==> config.mk <==
export PLATFORM = sky130hd
export DESIGN_NAME = ns_inverse_ctrl_flat
export DESIGN_NICKNAME = d
export VERILOG_FILES = /design/src/rtl/ns_inverse_ctrl_pkg.sv /design/src/rtl/ns_inverse_ctrl_if.sv /design/src/rtl/ns_inverse_ctrl_sub.sv /design/src/rtl/ns_inverse_ctrl.sv /design/src/flat_wrapper.sv
export SDC_FILE = /design/constraint.sdc
export NUM_CORES = 1
export LEC_CHECK = 0
export CAP_MARGIN = 25
export CORE_AREA = 2 2 339 341
export CTS_CLUSTER_SIZE = 12
export DETAILED_ROUTE_END_ITERATION = 8
export DIE_AREA = 0 0 341 343
export SETUP_SLACK_MARGIN = 0.05
export SLEW_MARGIN = 5
export SYNTH_ARGS = -nofsm -noshare
export SYNTH_HDL_FRONTEND = slang
export SYNTH_HIERARCHICAL = 1
export SYNTH_SLANG_ARGS = --single-unit
==> constraint.sdc <==
create_clock -name clk -period 3.1 [get_ports clk]
set_clock_uncertainty 0.1 [all_clocks]
set_input_delay 0.62 -clock clk [delete_from_list [all_inputs] [get_ports clk]]
set_output_delay 0.62 -clock clk [all_outputs]
set_load 0.05 [all_outputs]
==> src/rtl/ns_inverse_ctrl_pkg.sv <==
// ns_inverse_ctrl_pkg
// Shared definitions for the Newton-Schulz inverse controller and the
// matrix multiplier it drives: FSM state encoding, Q4.12 fixed-point
// constants and the helper that locates a matrix entry in a flat bus.
package ns_inverse_ctrl_pkg;

   typedef enum logic [2:0] {
      IDLE,
      MUL1,
      WAIT1,
      SUB,
      MUL2,
      WAIT2,
      UPDATE,
      FIN
   } state_t;

   localparam logic signed [15:0] ONE  = 16'sd4096;
   localparam logic signed [15:0] TWO  = 16'sd8192;
   localparam int                 FRAC = 12;

   // Bit offset of entry (i,j), 1-based row/column, in a 144-bit
   // row-major flat matrix of 16-bit entries.
   function automatic int idx(input int i, input int j);
      return 16 * (3 * (i - 1) + (j - 1));
   endfunction

endpackage

==> src/rtl/ns_inverse_ctrl_if.sv <==
// ns_inverse_ctrl_if
// Bundles the request/result signals of the controller together with the
// multiplier handshake it drives.
//   start, iters, a_flat, x0_flat : run request (user -> controller)
//   busy, done, x_flat            : status and result (controller -> user)
//   m_q_flat, m_p_flat, m_valid   : multiply request (controller -> multiplier)
//   m_done, m_r_flat              : multiply result (multiplier -> controller)
// The slave modport is the controller's view; master is everything around it.
interface ns_inverse_ctrl_if #(
   parameter int ITER_W = 4
);
   logic              start;
   logic [ITER_W-1:0] iters;
   logic [143:0]      a_flat;
   logic [143:0]      x0_flat;
   logic              busy;
   logic              done;
   logic [143:0]      x_flat;
   logic [143:0]      m_q_flat;
   logic [143:0]      m_p_flat;
   logic              m_valid;
   logic              m_done;
   logic [143:0]      m_r_flat;

   modport slave (
      input  start, iters, a_flat, x0_flat, m_done, m_r_flat,
      output busy, done, x_flat, m_q_flat, m_p_flat, m_valid
   );

   modport master (
      output start, iters, a_flat, x0_flat, m_done, m_r_flat,
      input  busy, done, x_flat, m_q_flat, m_p_flat, m_valid
   );
endinterface

==> src/rtl/ns_inverse_ctrl_sub.sv <==
// ns_inverse_ctrl_sub
// Purely combinational T = 2I - P on a 3x3 Q4.12 matrix.
//   p_flat : product P, row-major 16-bit signed entries
//   t_flat : 2I - P, each entry saturated to the 16-bit signed range
module ns_inverse_ctrl_sub
   import ns_inverse_ctrl_pkg::*;
(
   input  logic [143:0] p_flat,
   output logic [143:0] t_flat
);

   logic signed [15:0] pij;
   logic        [16:0] diff;

   // Each entry is worked in 17 bits so that 8192 - (-32768) cannot wrap;
   // a disagreement between the top two bits means the 16-bit result
   // overflowed and is clamped toward the sign of the true value.
   always_comb begin
      t_flat = '0;
      pij    = '0;
      diff   = '0;
      for (int i = 1; i <= 3; i++) begin
         for (int j = 1; j <= 3; j++) begin
            pij  = p_flat[idx(i, j) +: 16];
            diff = ((i == j) ? {TWO[15], TWO} : 17'd0) - {pij[15], pij};
            if (diff[16] != diff[15])
               t_flat[idx(i, j) +: 16] = diff[16] ? 16'h8000 : 16'h7fff;
            else
               t_flat[idx(i, j) +: 16] = diff[15:0];
         end
      end
   end

endmodule

==> src/rtl/ns_inverse_ctrl.sv <==
// ns_inverse_ctrl
// Sequences an external 3x3 Q4.12 matrix multiplier to run N Newton-Schulz
// iterations X <- X * (2I - A*X) starting from X0. Contains no multipliers.
//   clk : clock, rising edge
//   rst : asynchronous active-low reset
//   bus : ns_inverse_ctrl_if.slave (request, status, result, multiplier port)
module ns_inverse_ctrl
   import ns_inverse_ctrl_pkg::*;
#(
   parameter int ITER_W = 4
) (
   input  logic             clk,
   input  logic             rst,
   ns_inverse_ctrl_if.slave bus
);

   state_t            state;
   state_t            nxt;
   logic [143:0]      a_reg;
   logic [143:0]      x_reg;
   logic [143:0]      p_reg;
   logic [143:0]      t_reg;
   logic [143:0]      t_comb;
   logic [ITER_W-1:0] cnt;

   logic              busy;
   logic              done;
   logic              m_valid;
   logic [143:0]      m_q;
   logic [143:0]      m_p;

   ns_inverse_ctrl_sub u_sub (
      .p_flat (p_reg),
      .t_flat (t_comb)
   );

   // State register plus the datapath registers. Each register only loads
   // in the state that owns it, so multiplier results arriving in any other
   // state are simply dropped. X0 is loaded into X at acceptance, which
   // makes the N=0 case fall straight through to FIN with x = X0.
   always_ff @(posedge clk or negedge rst) begin
      if (!rst) begin
         state <= IDLE;
         a_reg <= '0;
         x_reg <= '0;
         p_reg <= '0;
         t_reg <= '0;
         cnt   <= '0;
      end else begin
         state <= nxt;
         case (state)
            IDLE: begin
               if (bus.start) begin
                  a_reg <= bus.a_flat;
                  x_reg <= bus.x0_flat;
                  cnt   <= bus.iters;
               end
            end
            WAIT1: begin
               if (bus.m_done)
                  p_reg <= bus.m_r_flat;
            end
            SUB: begin
               t_reg <= t_comb;
            end
            WAIT2: begin
               if (bus.m_done)
                  x_reg <= bus.m_r_flat;
            end
            UPDATE: begin
               cnt <= cnt - ITER_W'(1);
            end
            default: begin
            end
         endcase
      end
   end

   // Next-state and output decode. Operands stay on the bus for the whole
   // request/wait pair so the multiplier may sample them at any point.
   // UPDATE looks at cnt before its decrement lands, hence the compare to 1.
   always_comb begin
      nxt     = state;
      busy    = 1'b0;
      done    = 1'b0;
      m_valid = 1'b0;
      m_q     = '0;
      m_p     = '0;
      case (state)
         IDLE: begin
            if (bus.start)
               nxt = (bus.iters != '0) ? MUL1 : FIN;
         end
         MUL1: begin
            busy    = 1'b1;
            m_valid = 1'b1;
            m_q     = a_reg;
            m_p     = x_reg;
            nxt     = WAIT1;
         end
         WAIT1: begin
            busy = 1'b1;
            m_q  = a_reg;
            m_p  = x_reg;
            if (bus.m_done)
               nxt = SUB;
         end
         SUB: begin
            busy = 1'b1;
            nxt  = MUL2;
         end
         MUL2: begin
            busy    = 1'b1;
            m_valid = 1'b1;
            m_q     = x_reg;
            m_p     = t_reg;
            nxt     = WAIT2;
         end
         WAIT2: begin
            busy = 1'b1;
            m_q  = x_reg;
            m_p  = t_reg;
            if (bus.m_done)
               nxt = UPDATE;
         end
         UPDATE: begin
            busy = 1'b1;
            nxt  = (cnt != ITER_W'(1)) ? MUL1 : FIN;
         end
         FIN: begin
            done = 1'b1;
            nxt  = IDLE;
         end
         default: begin
            nxt = IDLE;
         end
      endcase
   end

   assign bus.busy     = busy;
   assign bus.done     = done;
   assign bus.m_valid  = m_valid;
   assign bus.m_q_flat = m_q;
   assign bus.m_p_flat = m_p;
   assign bus.x_flat   = x_reg;

endmodule

==> src/flat_wrapper.sv <==
// flat-port wrapper written by rule: the top's interface ports become plain ports
module ns_inverse_ctrl_flat import ns_inverse_ctrl_pkg::*;
#(
   parameter int ITER_W = 4
)
  (clk, rst, bus_start, bus_iters, bus_a_flat, bus_x0_flat, bus_m_done, bus_m_r_flat, bus_busy, bus_done, bus_x_flat, bus_m_q_flat, bus_m_p_flat, bus_m_valid);
  ns_inverse_ctrl_if #(.ITER_W(ITER_W)) bus_i ();
  input  logic clk;
  input  logic rst;
  input wire logic [$bits(bus_i.start)-1:0] bus_start;
  input wire logic [$bits(bus_i.iters)-1:0] bus_iters;
  input wire logic [$bits(bus_i.a_flat)-1:0] bus_a_flat;
  input wire logic [$bits(bus_i.x0_flat)-1:0] bus_x0_flat;
  input wire logic [$bits(bus_i.m_done)-1:0] bus_m_done;
  input wire logic [$bits(bus_i.m_r_flat)-1:0] bus_m_r_flat;
  output wire logic [$bits(bus_i.busy)-1:0] bus_busy;
  output wire logic [$bits(bus_i.done)-1:0] bus_done;
  output wire logic [$bits(bus_i.x_flat)-1:0] bus_x_flat;
  output wire logic [$bits(bus_i.m_q_flat)-1:0] bus_m_q_flat;
  output wire logic [$bits(bus_i.m_p_flat)-1:0] bus_m_p_flat;
  output wire logic [$bits(bus_i.m_valid)-1:0] bus_m_valid;
  assign bus_i.start = bus_start;
  assign bus_i.iters = bus_iters;
  assign bus_i.a_flat = bus_a_flat;
  assign bus_i.x0_flat = bus_x0_flat;
  assign bus_i.m_done = bus_m_done;
  assign bus_i.m_r_flat = bus_m_r_flat;
  assign bus_busy = bus_i.busy;
  assign bus_done = bus_i.done;
  assign bus_x_flat = bus_i.x_flat;
  assign bus_m_q_flat = bus_i.m_q_flat;
  assign bus_m_p_flat = bus_i.m_p_flat;
  assign bus_m_valid = bus_i.m_valid;
  ns_inverse_ctrl #(.ITER_W(ITER_W)) u_core (.clk(clk), .rst(rst), .bus(bus_i));
endmodule
[Word level (Yosys, flattened, before mapping)]
Index checks and enable logic that the tools add are counted.
Operators by class
  $mul: 0
  divide/modulo/power cells: 0
  multiplexer cells: 34
  bitwise logic cells: 0
  add/subtract/negate cells: 10
  reductions and logical operators: 13
  shift-type cells: 0
  order comparisons: 0
  equality and inequality tests: 20
Operators by type and width (number)
  $pmux W144 S2: 3
  $mux W144: 2
  $mux W16: 18
  $sub A1 B16 Y17 const A: 6
  $sub A15 B16 Y17 const A: 3
  $pmux W3 S8: 1
  $mux W3: 5
  $eq A3 B3 Y1 const B: 4
  $ne A1 B1 Y1: 9
  $pmux W4 S2: 1
  $eq A3 B2 Y1 const B: 2
  $ne A2 B2 Y1 const B: 3
  $reduce_and A2 Y1: 3
  $reduce_and A3 Y1: 2
  $reduce_or A2 Y1: 3
  $reduce_or A6 Y1: 1
  $mux W4: 1
  $ne A4 B1 Y1 const B: 1
  $reduce_bool A2 Y1: 2
  $reduce_bool A4 Y1: 1
  $sub A4 B1 Y4 const B: 1
  $eq A3 B1 Y1 const B: 1
  $logic_not A3 Y1: 1
  $mux W1: 3
Word-level totals
  logic and storage cells: 83
  bits in latches: 0
  RAM bits: 0
  register bits: 583
  output and inout bits: 435
  input port bits: 440
  memories kept: 0
  bits in read-only memories: 0

[Longest topological paths before layout]
  depth in word-level cells: 4
  mapped depth: 9
  mapped depth without buffers: 8

[Hierarchy]
The synthesis kept the hierarchy.
By module, submodules not included
  ns_inverse_ctrl: cells an instance 1788, area each 26325.2 sq um, times used 1, seq. area each 14589.0 sq um
  ns_inverse_ctrl_sub: cells an instance 682, area each 4295.4 sq um, times used 1, seq. area each 0.0 sq um

[Worst setup path before layout]
OpenSTA, ideal clock, no wires.
  kind: reg2out
  from: register u_core.state[2]
  to: output port bus_m_p_flat[0]
  arrival time: 1.918 ns
  stages on the path, launching flop included: 7
  data required time: 2.380 ns
  path slack: 0.462 ns
  cell sequence: dfrtp_1 -> buf_4 -> clkbuf_1 -> nor2_1 -> clkbuf_1 -> buf_2 -> a22o_1
On the way
  word-level cells in the longest chain between the ends: 3
  elaborated cells on any way between the ends: 7
Ends and longest elaborated chain
  start, declared: RTL line ns_inverse_ctrl.sv:17  | state_t state;
  start signal, assigned: RTL line ns_inverse_ctrl.sv:50  | state <= nxt;
  $eq A3 B3 Y1 (tied with other cells): RTL line ns_inverse_ctrl.sv:89  | case (state)
  $reduce_or A2 Y1 (no line)
  $pmux W144 S2 (*): RTL line ns_inverse_ctrl.sv:89
  end, declared: RTL line flat_wrapper.sv:20  | output wire logic [$bits(bus_i.m_p_flat)-1:0] bus_m_p_flat;
Mark *: on every way between the ends. The rest lies on a longest branch, timed or not.

[Final worst setup path]
  from: register u_core.state[2]
  to: output port bus_m_q_flat[54]
On the way
  word-level cells in the longest chain between the ends: 3
  elaborated cells on any way between the ends: 7
Ends and longest elaborated chain
  $eq A3 B3 Y1 (tied with other cells): RTL line ns_inverse_ctrl.sv:89
  $reduce_or A2 Y1 (no line)
  $pmux W144 S2 (*): RTL line ns_inverse_ctrl.sv:89
  end, declared: RTL line flat_wrapper.sv:19  | output wire logic [$bits(bus_i.m_q_flat)-1:0] bus_m_q_flat;
Marked as above.

==> flow_metrics.env <==
export IMPL_syn_cell_area_um2=30620
export IMPL_worst_pin_slew_ps=1018
export IMPL_rsz0062_at_grt="true"
export IMPL_preCtsSetupSlack_ps=214.9
export IMPL_die_area_um2=117000
export IMPL_synth_nets=2921
export IMPL_clock_sinks=583
export IMPL_async_flop_share=1.000
export IMPL_period_minus_slack_ps=3087
export IMPL_synth_top_family_by_area="multiplexers"
export IMPL_cts_tree="yes"
export IMPL_synth_simple_area_share=0.06477
export IMPL_clkTransAtPathRegs_ps=60
export IMPL_critPathKind="register to output pin"
export IMPL_synth_top_cells_by_count="mux2_2 (720), dfrtp_1 (583), a22o_1 (288), nor2_1 (90), buf_2 (78)"
export IMPL_clockBufferDepth=3
export IMPL_start_util=0.2700
export IMPL_worst_ep_required_time_ps=2380
export IMPL_grt_pass1_vias=26000
export IMPL_port_buffers=874
export IMPL_hpwl_mm=98.43
export IMPL_wl_per_cell_um=27.52
export IMPL_postRouteAntennaNets=0
export IMPL_cts_root_buf="clkbuf_16"
export IMPL_setup_tns_ps=0
export IMPL_yosys_area_top_type="dfrtp_1"
export IMPL_finalWirelength_mm=137.6
export IMPL_fmax_ghz=0.3240
export IMPL_synth_xor_area_frac=0.02582
export IMPL_syn2layout_area_growth_pct=63.16
export IMPL_grt_max_degree=92
export IMPL_synth_compound_area_share=0.1232
export IMPL_synth_most_common_cell="mux2_2"
export IMPL_ys_flop_type="dfrtp_1"
export IMPL_via_per_inst=5.031
export IMPL_setup_viol_count_final=0
export IMPL_min_period_over_period=0.9957
export IMPL_coreArea_um2=113400
export IMPL_vias=25160
export IMPL_drc=0
export IMPL_arrival_ps=2370
export IMPL_finalHoldViolCount=0
export IMPL_dr_pass1_iters=5
export IMPL_cts_buffers_inserted=75
export IMPL_syn_area_per_cell_um2=12.40
export IMPL_grt_pass1_wl_mm=190.8
export IMPL_ys_ff_latch=583
export IMPL_drt_iter0_drc=1442
export IMPL_synthMuxAreaShare=0.2720
export IMPL_ys_warn_count=6
export IMPL_worst_setup_path_end_kind="output pin"
export IMPL_slew_limit_headroom=0.3214
export IMPL_drv_slew=0
export IMPL_worstSetupStartpointType="register"
export IMPL_yosys_area_share_adder=0.004495
export IMPL_status="finished, final reports clean"
export IMPL_die_height_um=343
export IMPL_maxCapViolCount=0
export IMPL_gp_congestion=0.8704
export IMPL_overflow=0
export IMPL_placed_cells=4801
export IMPL_grtUsageTotal=0.2237
export IMPL_synthCells=2470
export IMPL_synth_area_top_cells="dfrtp_1 (48%), mux2_2 (26%), a22o_1 (8.2%), xnor2_1 (1.5%), buf_2 (1.3%)"
export IMPL_boundaryPins=875
export IMPL_setup_slack_ps=13.47
export IMPL_die_x_um=341
export IMPL_rows=124
export IMPL_synth_edf_count=0
export IMPL_worst_path_max_fanout=12
export IMPL_yosysSeqAreaShare=0.4764
export IMPL_ys_types=75
export IMPL_drive_gt1_frac=0.4330
export IMPL_layoutNonFillerInstCount=5001
export IMPL_hold_path_class="register to register"
export IMPL_synth_top_area_frac=0.4764
export IMPL_clk_latency_ps=650
export IMPL_antenna_found_initial=13
export IMPL_fill_cells=10330
export IMPL_final_nets=3878
export IMPL_h_tree_depth=3
-- worst max-delay path, cell delays in order (launching register included) --
cell,delay (ps)
dfrtp_2,430
buf_6,160
nor2_4,200
buf_6,190
buf_16,190
clkbuf_16,190
a22o_1,180
buf_12,140
-- layout by cell type (no fill, tap or decap), drive strengths merged, types with 24 or more instances in the layout --
master and count:
buf 465, nor3 50, clkbuf 118, inv 35, clkdlybuf4s50 572, a21o 50, nor2 90, xnor2 56
xor2 30, nand2 74, dfrtp 583, mux2 720, o21ai 30, a22o 288, nor4 30, or3 24
a21oi 48
-- final cells by class --
class | count | area [um2] | area share
diodes | 4 | 10.01 | 0.0002004
clock buffers | 106 | 2163 | 0.04330
clock inverters | 29 | 460.4 | 0.009216
inverters | 35 | 131.4 | 0.002630
multi-input cells | 1678 | 16320 | 0.3266
flip-flops and latches | 583 | 14590 | 0.2920
well taps | 1512 | 1892 | 0.03787
repair buffers | 1054 | 14400 | 0.2881
-- layer usage --
metal,track usage,vias to the layer above,part of all wire,wire (um)
met1,0.2846,12930,0.42,57890
met3,0.05757,155,0.070,9621
met5,0,-,0.00047,65
li1,-,11170,-,-
met4,0.05387,10,0.022,3074
met2,0.3789,887,0.49,66980
-- per-stage QoR --
step                      area, um2  hold slack [ps]  utilization
after floorplan               30620            224.4            -
after global placement        44610            389.6       0.3934
after detailed placement      44610            394.0       0.3934
after CTS                     48980            406.6       0.4319
after global routing          49960            421.9       0.4405
final                         49960            407.1       0.4405
-- cells by family after synthesis --
group           count (synthesis)
compound gates                474
buf+inv                       209
xor+xnor                       86
flops                         583
mux                           742
simple gates                  365
fa+ha+maj                      11
-- path summary, 6_finish.rpt --
path	from	to	slack [ps]	cells after the start
max	u_core/state[2]	bus_m_q_flat[54]	10	7
min reg2reg	u_core/a_reg[35]	u_core/a_reg[35]	410	1
max reg2reg	u_core/p_reg[104]	u_core/t_reg[96]	350	6
max in group asynchronous	rst	u_core/bus.x_flat[138]	1450	3
min	u_core/a_reg[35]	u_core/a_reg[35]	410	1
min in group asynchronous	rst	u_core/bus.x_flat[3]	480	2
-- timing repair --
item                                   in CTS  in global routing
hold buffers                                1                  0
setup endpoints to repair                 274                288
cloned                                     22                 10
gates resized for setup                   133                115
setup buffers                              31                  6
endpoints found under the hold margin      30                  0
pin swaps                                  82                 58
Power is not shown: default switching activity piles up to over one toggle a cycle in this logic, so the estimate is an artifact.
